$ cat config.mk
export PLATFORM = sky130hd
export DESIGN_NAME = timebase_gen
export DESIGN_NICKNAME = d
export VERILOG_FILES = /design/src/rtl/timebase_pkg.sv /design/src/rtl/tick_prescaler.sv /design/src/rtl/timebase_gen.sv
export SDC_FILE = /design/constraint.sdc
export NUM_CORES = 1
export LEC_CHECK = 0
export CORE_MARGIN = 1.5
export CORE_UTILIZATION = 40
export CTS_CLUSTER_SIZE = 30
export DETAILED_ROUTE_END_ITERATION = 8
export PLACE_DENSITY_LB_ADDON = 0.1
export SYNTH_ARGS = -nofsm -noshare
export SYNTH_HDL_FRONTEND = slang
export SYNTH_SLANG_ARGS = --single-unit
$ cat constraint.sdc
create_clock -name clock -period 3.7 [get_ports clock]
set_input_delay 1.11 -clock clock [delete_from_list [all_inputs] [get_ports clock]]
set_output_delay 1.11 -clock clock [all_outputs]
set_load 0.02 [all_outputs]
$ cat src/rtl/timebase_pkg.sv
// Shared time-field types, constants and saturation helper for the timebase and stopwatch blocks.
package timebase_pkg;

    localparam int SECS_PER_MIN = 60;
    localparam int MINS_PER_HR  = 60;
    localparam int SEC_W        = 6;
    localparam int MIN_W        = 6;
    localparam int HMS_HRS_W    = 7;

    typedef logic [SEC_W-1:0] sec_t;
    typedef logic [MIN_W-1:0] min_t;

    // Default-width H:M:S word; blocks with a different hours width declare the same layout locally.
    typedef struct packed {
        logic [HMS_HRS_W-1:0] hrs;
        min_t                 min;
        sec_t                 sec;
    } hms_t;

    function automatic int unsigned sat_field(input int unsigned val, input int unsigned max_val);
        return (val > max_val) ? max_val : val;
    endfunction

endpackage

$ cat src/rtl/tick_prescaler.sv
// Clock prescaler: counts 0..CYCLES_PER_TICK-1 while enabled and strobes tick_evt on the last count.
module tick_prescaler #(
    parameter int CYCLES_PER_TICK = 1024
) (
    input  logic clock,
    input  logic reset,
    input  logic enable,
    input  logic clr,
    output logic tick_evt
);

    localparam int              CNT_W = $clog2(CYCLES_PER_TICK);
    localparam logic [CNT_W-1:0] LAST = CNT_W'(CYCLES_PER_TICK - 1);

    logic [CNT_W-1:0] cnt_q, cnt_d;

    assign tick_evt = enable && (cnt_q == LAST);

    always_comb begin
        // NOTE: default first so every path assigns cnt_d and no latch is inferred.
        cnt_d = cnt_q;
        if (clr) begin
            cnt_d = '0;
        end else if (tick_evt) begin
            cnt_d = '0;
        end else if (enable) begin
            cnt_d = cnt_q + CNT_W'(1);
        end
    end

    always_ff @(posedge clock or posedge reset) begin
        // NOTE: non-blocking so all registers sample pre-edge values together.
        if (reset) begin
            cnt_q <= '0;
        end else begin
            cnt_q <= cnt_d;
        end
    end

endmodule

$ cat src/rtl/timebase_gen.sv
// Programmable timebase: prescaled tick, sub-tick, H:M:S counters, strobes and cumulative tick count.
// Optional alarm compare is built only when TIMEBASE_ALARM_EN is defined.
module timebase_gen
    import timebase_pkg::*;
#(
    parameter int CYCLES_PER_TICK = 1024,
    parameter int TICKS_PER_SEC   = 2,
    parameter int HRS_MAX         = 99,
    parameter int HRS_W           = 7,
    parameter int CUM_W           = 19
) (
    input  logic                   clock,
    input  logic                   reset,
    input  logic                   enable,
    input  logic                   clear,
    input  logic                   load,
    input  logic [HRS_W+12-1:0]    load_hms,
    input  logic [HRS_W+12-1:0]    alarm_hms,
    output logic [HRS_W+12-1:0]    hms_time,
    output logic [CUM_W-1:0]       tick_cum,
    output logic                   tick_pulse,
    output logic                   sec_pulse,
    output logic                   min_pulse,
    output logic                   rollover,
    output logic                   alarm_pulse
);

    localparam int SUB_W = (TICKS_PER_SEC > 1) ? $clog2(TICKS_PER_SEC) : 1;

    typedef struct packed {
        logic [HRS_W-1:0] hrs;
        min_t             min;
        sec_t             sec;
    } hms_w_t;

    logic             tick_evt;
    logic             presc_clr;
    hms_w_t           ld_hms;
    hms_w_t           hms_q, hms_d;
    logic [SUB_W-1:0] sub_q, sub_d;
    logic [CUM_W-1:0] cum_q, cum_d;
    logic             tick_q, tick_d;
    logic             sec_q, sec_d;
    logic             min_q, min_d;
    logic             roll_q, roll_d;
    logic             alarm_q, alarm_d;

    // A clear or load restarts the tick phase and swallows any tick on the same edge.
    assign presc_clr = clear | load;
    assign ld_hms    = hms_w_t'(load_hms);

    tick_prescaler #(
        .CYCLES_PER_TICK(CYCLES_PER_TICK)
    ) u_prescaler (
        .clock   (clock),
        .reset   (reset),
        .enable  (enable),
        .clr     (presc_clr),
        .tick_evt(tick_evt)
    );

    always_comb begin
        hms_d  = hms_q;
        sub_d  = sub_q;
        cum_d  = cum_q;
        tick_d = 1'b0;
        sec_d  = 1'b0;
        min_d  = 1'b0;
        roll_d = 1'b0;
        if (clear) begin
            hms_d = '0;
            sub_d = '0;
            cum_d = '0;
        end else if (load) begin
            hms_d.hrs = HRS_W'(sat_field(32'(ld_hms.hrs), HRS_MAX));
            hms_d.min = min_t'(sat_field(32'(ld_hms.min), MINS_PER_HR - 1));
            hms_d.sec = sec_t'(sat_field(32'(ld_hms.sec), SECS_PER_MIN - 1));
            sub_d     = '0;
        end else if (tick_evt) begin
            cum_d  = cum_q + CUM_W'(1);
            tick_d = 1'b1;
            if (sub_q == SUB_W'(TICKS_PER_SEC - 1)) begin
                sub_d = '0;
                sec_d = 1'b1;
                if (hms_q.sec == sec_t'(SECS_PER_MIN - 1)) begin
                    hms_d.sec = '0;
                    min_d     = 1'b1;
                    if (hms_q.min == min_t'(MINS_PER_HR - 1)) begin
                        hms_d.min = '0;
                        if (hms_q.hrs == HRS_W'(HRS_MAX)) begin
                            hms_d.hrs = '0;
                            roll_d    = 1'b1;
                        end else begin
                            hms_d.hrs = hms_q.hrs + HRS_W'(1);
                        end
                    end else begin
                        hms_d.min = hms_q.min + min_t'(1);
                    end
                end else begin
                    hms_d.sec = hms_q.sec + sec_t'(1);
                end
            end else begin
                sub_d = sub_q + SUB_W'(1);
            end
        end
    end

`ifdef TIMEBASE_ALARM_EN
    // The counted time is always in range, so an out-of-range alarm value can never be equal.
    assign alarm_d = sec_d && (hms_d == hms_w_t'(alarm_hms));
`else
    logic alarm_unused;
    assign alarm_unused = ^alarm_hms;
    assign alarm_d      = 1'b0;
`endif

    always_ff @(posedge clock or posedge reset) begin
        if (reset) begin
            hms_q   <= '0;
            sub_q   <= '0;
            cum_q   <= '0;
            tick_q  <= 1'b0;
            sec_q   <= 1'b0;
            min_q   <= 1'b0;
            roll_q  <= 1'b0;
            alarm_q <= 1'b0;
        end else begin
            hms_q   <= hms_d;
            sub_q   <= sub_d;
            cum_q   <= cum_d;
            tick_q  <= tick_d;
            sec_q   <= sec_d;
            min_q   <= min_d;
            roll_q  <= roll_d;
            alarm_q <= alarm_d;
        end
    end

    assign hms_time    = hms_q;
    assign tick_cum    = cum_q;
    assign tick_pulse  = tick_q;
    assign sec_pulse   = sec_q;
    assign min_pulse   = min_q;
    assign rollover    = roll_q;
    assign alarm_pulse = alarm_q;

endmodule

After elaboration in Yosys (flattened, before gate mapping)
Cells that the tools add are included.
W data, S select, Z words.
{ "word_totals": {"mem_bits_rw": 0, "rom_bits": 0, "input_bits": 43, "regBits": 53, "latchBits": 0, "memories": 0} }
{ "op_classes": {"muxes": 41, "addsub": 6, "magnitude_cmp": 3, "n_mul": 0, "bitwise": 1, "div_mod_pow": 0, "reduce_logical": 11, "shift": 0, "eq_ne": 5} }
{ "op_table": {"columns": ["cell", "n"], "rows": [
  ["$mux W19", 7],
  ["$mux W10", 3],
  ["$mux W6", 4],
  ["$mux W1", 23],
  ["$mux W7", 3],
  ["$add A19 B1 Y19 const B", 1],
  ["$reduce_bool A3 Y1", 5],
  ["$mux W13", 1],
  ["$add A6 B1 Y6 const B", 2],
  ["$eq A6 B6 Y1 const B", 2],
  ["$gt A6 B6 Y1 const B", 2],
  ["$add A10 B1 Y10 const B", 1],
  ["$eq A10 B10 Y1 const B", 1],
  ["$add A7 B1 Y7 const B", 1],
  ["$eq A7 B7 Y1 const B", 1],
  ["$gt A7 B7 Y1 const B", 1],
  ["$reduce_and A2 Y1", 2],
  ["$reduce_and A4 Y1", 1],
  ["$reduce_and A3 Y1", 1],
  ["$ne A2 B2 Y1 const B", 1],
  ["$reduce_bool A2 Y1", 1],
  ["$add A1 B1 Y1 const B", 1],
  ["$logic_and A1 B1 Y1", 1],
  ["$or A1 B1 Y1", 1]
]} }

Longest topological paths before layout
{ "depth": {"depth_word": 8, "mapped_depth": 8, "depth_no_buf": 6} }

Cells and area by module
From an unflattened synthesis, not the netlist that was laid out.
{ "hier_totals": {"cells_unflattened": 347, "area_unflattened_um2": 3133.0} }
{ "by_module_without_submodules": {"columns": ["mod", "seq_area_each_um2", "instances", "area_each_um2", "cells_each"], "rows": [
  ["timebase_gen", 1076.0, 1, 2541.2, 285],
  ["tick_prescaler", 250.2, 1, 591.8, 62]
]} }

Least setup slack after synthesis
No wires, ideal clock.
{ "synth_timing": {"path_kind": "in2reg", "from": "input load", "to": "register cum_q[18] (netlist: tick_cum[18])", "stages": 6, "t_arrival_ns": 2.277, "setup_time_ns": 0.127, "setup_slack_ns": 1.295, "n_path_buf": 1, "path_cell_list": "buf_6 nand2b_1 nor4_1 and3_1 nand3_1 mux2_1"} }
{ "synth_via": {"elab_chain_len": 2} }
{ "synth_rtl": {"columns": ["item", "line_no", "source"], "rows": [
  ["start, declared", "timebase_gen.sv:16", "input logic load,"],
  ["$ne A2 B2 Y1 (no line)", null, null],
  ["$reduce_and A2 Y1 (no line)", null, null],
  ["end signal, assigned", "timebase_gen.sv:130", "cum_q <= cum_d;"],
  ["end, declared", "timebase_gen.sv:41", "logic [CUM_W-1:0] cum_q, cum_d;"]
]} }
No other way between the ends.
A chain may end at the register's enable or synchronous reset.

Worst setup path in the final report
{ "layout_timing": {"from": "input enable", "to": "register hms_q (netlist bit hms_time[0])"} }
{ "layout_via": {"elab_chain_len": 3} }
{ "layout_rtl": {"columns": ["item", "line_no", "source"], "rows": [
  ["start, declared", "timebase_gen.sv:14", "input logic enable,"],
  ["$logic_and A1 B1 Y1", "tick_prescaler.sv:17", "assign tick_evt = enable && (cnt_q == LAST);"],
  ["$reduce_bool A3 Y1 (no line)", null, null],
  ["$reduce_and A2 Y1 (no line)", null, null],
  ["end signal, assigned", "timebase_gen.sv:128", "hms_q <= hms_d;"],
  ["end, declared", "timebase_gen.sv:39", "hms_w_t hms_q, hms_d;"]
]} }
No other way between the ends.

==> run_summary.xml <==
<?xml version="1.0" encoding="UTF-8"?>
<metrics>
  <group name="global_routing">
    <metric name="global_router_s_overall_resource_usage" unit="">0.198</metric>
    <metric name="grt_first_pass_wirelength" unit="mm">13.4</metric>
    <metric name="antenna_found_initial" unit="">0</metric>
    <metric name="overflow" unit="">0</metric>
    <metric name="grt_start_max_net_pins" unit="">42</metric>
    <metric name="first_global_vias" unit="">2710</metric>
  </group>
  <group name="logic_synthesis">
    <metric name="synthesis.area" unit="sq um">3120</metric>
    <metric name="synth-compound-area-share" unit="">0.134</metric>
    <metric name="post-synth-top-area-fraction" unit="">0.425</metric>
    <metric name="post_synth_fa_ha_maj_area_fraction" unit="">0.0200</metric>
    <metric name="synth_async_sr_flop_share" unit="">1.00</metric>
    <metric name="synth_top_family_by_area" unit="">simple AND/OR/NAND/NOR gates</metric>
    <metric name="synth_cells" unit="">352</metric>
    <metric name="post_synth_xor_area_fraction" unit="">0.0757</metric>
    <metric name="synth_simple_gate_area_share" unit="">0.293</metric>
    <metric name="ys_seq_elements" unit="">53</metric>
    <metric name="synth_most_common_cell" unit="">nor2_1</metric>
    <metric name="seq_total_area_yosys" unit="">0.425</metric>
    <metric name="netlist.top_cell.by_area" unit="">dfrtp_1</metric>
    <metric name="ys_top_cells_by_area" unit="">dfrtp_1 (42%), nor2_1 (6.5%), xor2_1 (4.5%), nand2_1 (4.0%), nand3_1 (3.2%)</metric>
    <metric name="synthDistinctLibCells" unit="">55</metric>
    <metric name="yosysWarnings" unit="">0</metric>
    <metric name="yosys-mux-area-fraction" unit="">0.00681</metric>
    <metric name="syn_area_per_cell" unit="sq um">8.87</metric>
    <metric name="ys_dominant_reg_cell" unit="">dfrtp_1</metric>
    <metric name="netlist_top_cells_count" unit="">nor2_1 (54), dfrtp_1 (53), nand2_1 (33)</metric>
    <metric name="synth-edff-count" unit="">0</metric>
    <metric name="synth_nets" unit="">400</metric>
  </group>
  <group name="floorplanning">
    <metric name="core.rowCount" unit="">32</metric>
    <metric name="die_width" unit="microns">91.4</metric>
    <metric name="io_pins" unit="">86</metric>
    <metric name="starting_density_of_the_core" unit="">0.408</metric>
    <metric name="core-area" unit="sq um">7650</metric>
    <metric name="die-height" unit="microns">91.4</metric>
    <metric name="die_area" unit="sq um">8350</metric>
  </group>
  <group name="placement">
    <metric name="dp_worst_setup_slack" unit="ps">498</metric>
    <metric name="gp_congestion" unit="">0.820</metric>
    <metric name="io_buffers" unit="">65</metric>
    <metric name="dp_hpwl" unit="mm">5.73</metric>
  </group>
  <group name="cells_and_area">
    <metric name="layout.area.seq" unit="sq um">1330</metric>
    <metric name="multiInputGateArea" unit="sq um">1660</metric>
    <metric name="fin_nets" unit="">462</metric>
    <metric name="fraction_of_layout_cells_with_a_size_suffix_above_1" unit="">0.0602</metric>
    <metric name="areaGrowthSynthToFinish" unit="%">26.9</metric>
    <metric name="insertedDiodeCount" unit="">0</metric>
    <metric name="fillers" unit="">747</metric>
  </group>
  <group name="setup_path">
    <metric name="worst_path_top_cell_family_by_delay" unit="">simple AND/OR/NAND/NOR gates</metric>
    <metric name="regToRegStartpoint" unit="">u_prescaler.cnt_q[0]$_DFFE_PP0P_</metric>
    <metric name="crit_chain" unit="">clkdlybuf4s50_1 -&gt; and4_1 -&gt; nand4_4 -&gt; or3_1 -&gt; a311oi_1</metric>
    <metric name="crit_path_end_kind" unit="">flip-flop</metric>
    <metric name="cp_num_buf_inv" unit="">1</metric>
    <metric name="worst_r2r_endpoint" unit="">hms_time[0]$_DFFE_PP0P_</metric>
    <metric name="worst_setup_path_start_kind" unit="">primary input</metric>
    <metric name="max_stage_delay" unit="ps">630</metric>
    <metric name="cp.depth" unit="">5</metric>
    <metric name="critPathCapture" unit="">hms_time[0]$_DFFE_PP0P_</metric>
    <metric name="criticalPathCategory" unit="">primary input to flip-flop</metric>
    <metric name="rr_worst_depth" unit="">5</metric>
    <metric name="critical_path_required_time" unit="ps">3910</metric>
    <metric name="regToRegSetupSlack" unit="ps">1670</metric>
    <metric name="worstPathArrival" unit="ps">3060</metric>
    <metric name="critical_path.startpoint" unit="">enable</metric>
    <metric name="critPathMaxFanout" unit="">12</metric>
    <metric name="critPathSlowestCell" unit="">clkdlybuf4s50_1</metric>
  </group>
  <group name="timing">
    <metric name="setup_total_negative_slack" unit="ps">0</metric>
    <metric name="report.final.setup_viol" unit="">0</metric>
    <metric name="final-hold-violation-count" unit="">0</metric>
    <metric name="timing.final.crit_share" unit="">0.769</metric>
    <metric name="timing.final.crit_period" unit="ps">2850</metric>
    <metric name="setup_ws_final" unit="ps">855</metric>
    <metric name="slew_headroom" unit="">0.582</metric>
    <metric name="timing_worst_slew_pin_value" unit="ps">621</metric>
    <metric name="slew_viol_final" unit="">0</metric>
    <metric name="finalClockSkew" unit="ps">13.4</metric>
    <metric name="rsz0062_at_grt" unit="">no</metric>
    <metric name="maximum_operating_frequency" unit="GHz">0.351</metric>
  </group>
  <group name="clock_tree">
    <metric name="cts_setup_buffers" unit="">0</metric>
    <metric name="cts_repair_resize_count" unit="">0</metric>
    <metric name="clock_path_buffers" unit="">2</metric>
    <metric name="cts_buffers" unit="">5</metric>
    <metric name="clock_insertion_delay_worst_skew" unit="ps">310</metric>
    <metric name="cts_htree_levels" unit="">2</metric>
    <metric name="holdBufCountCts" unit="">0</metric>
    <metric name="cts_sink_cnt" unit="">53</metric>
    <metric name="cts_tree" unit="">done</metric>
    <metric name="cts.root.buffer_cell" unit="">clkbuf_8</metric>
    <metric name="clk_transition_reported_paths" unit="ps">100</metric>
  </group>
  <group name="pwr">
    <metric name="vdd.ir_drop.worst" unit="mV">0.135</metric>
    <metric name="total_power_density_per_cell_area" unit="nW/um^2">305</metric>
    <metric name="p_leak" unit="uW">0.00159</metric>
  </group>
  <group name="detailed_routing">
    <metric name="dr_total_vias" unit="">2837</metric>
    <metric name="wire_per_inst" unit="microns">15.1</metric>
    <metric name="first_pass_iters" unit="">4</metric>
    <metric name="dr.first_iter.drc_count" unit="">98</metric>
    <metric name="final_antenna_net_count" unit="">0</metric>
    <metric name="routed_wirelength" unit="mm">7.79</metric>
    <metric name="detail_route.vias_per_cell" unit="">5.49</metric>
    <metric name="post-route-drc-count" unit="">0</metric>
  </group>
  <group name="outcome">
    <metric name="outcome" unit="">completed</metric>
  </group>
  <group name="worst_hold_path">
    <metric name="hold_class" unit="">flip-flop to flip-flop</metric>
  </group>
  <group name="flow_run">
    <metric name="drv_cap" unit="">0</metric>
  </group>
</metrics>
==> kinds of logic after synthesis <==
family / Yosys count
muxes: 2
and+or+nand+nor: 174
other: 1
AOI/OAI and AO/OA: 63
DFF: 53
xor gates and xnor gates: 27
buffers and inverters: 27
adders and majority gates: 5
==> final cells by class <==
class                           count  area share
Inverter                           10     0.00947
Multi-Input combinational cell    272       0.418
Timing Repair Buffer               72       0.177
Clock buffer                        6      0.0183
Sequential cell                    53       0.335
Clock inverter                      2     0.00979
Tap cell                          102      0.0322
==> worst min-delay path by stage <==
stage / start / depth (start not counted) / end
after floorplan: u_prescaler.cnt_q[9]$_DFFE_PP0P_ / 2 / u_prescaler.cnt_q[9]$_DFFE_PP0P_
after global placement: hms_time[7]$_DFFE_PP0P_ / 2 / hms_time[7]$_DFFE_PP0P_
after detailed placement: hms_time[7]$_DFFE_PP0P_ / 2 / hms_time[7]$_DFFE_PP0P_
after CTS: hms_time[7]$_DFFE_PP0P_ / 2 / hms_time[7]$_DFFE_PP0P_
after global routing: u_prescaler.cnt_q[9]$_DFFE_PP0P_ / 2 / u_prescaler.cnt_q[9]$_DFFE_PP0P_
final: hms_time[7]$_DFFE_PP0P_ / 2 / hms_time[7]$_DFFE_PP0P_
==> power breakdown <==
group / internal (uW) / total [uW] / switching [uW]
combinational: 85.6 / 184 / 98.6
sequential: 596 / 625 / 28.7
clock: 203 / 401 / 198
==> worst min-delay path, cell delays in order, from the launching register on <==
cell and delay (ps):
dfrtp_1 410, nand2_1 70, o41ai_1 60
==> registers in the layout, indices dropped and copies added, names as in the netlist <==
register           cells
tick_cum              19
sub_q                  1
sec_pulse              1
tick_pulse             1
u_prescaler.cnt_q     10
hms_time              19
rollover               1
min_pulse              1
==> routing by layer <==
metal,routed length (microns),up-vias,track usage
met2,3600,61,0.319
met3,329,7,0.0385
met4,69,0,0.0443
met5,0,-,0
met1,3800,1381,0.275
li1,-,1388,-
==> stage by stage <==
step,total power (uW),hold slack [ps],instances,util,instance area (sq um)
after global routing,1270,597,517,0.518,3960
after CTS,1230,569,517,0.518,3960
final,1210,562,517,0.518,3960
after floorplan,732,525,352,-,3120
after detailed placement,822,543,509,0.504,3850
after global placement,820,524,509,0.504,3850
==> cell usage in the layout (no fill, tap or decap), types with 4 or more instances in the layout <==
master            n
nor3_1           10
o41ai_1           5
ha_1              5
and4_1            4
clkdlybuf4s50_1  65
xor2_1           16
inv_1             8
nor2_1           54
dfrtp_1          53
buf_4             7
clkbuf_8          5
nand3_1          20
a21oi_1          14
o211ai_1          4
nand2_1          33
nand4_1          15
and3_1           10
nand2b_1          4
o21ai_0          17
xnor2_1          11
Power figures use the tool's default switching activity.
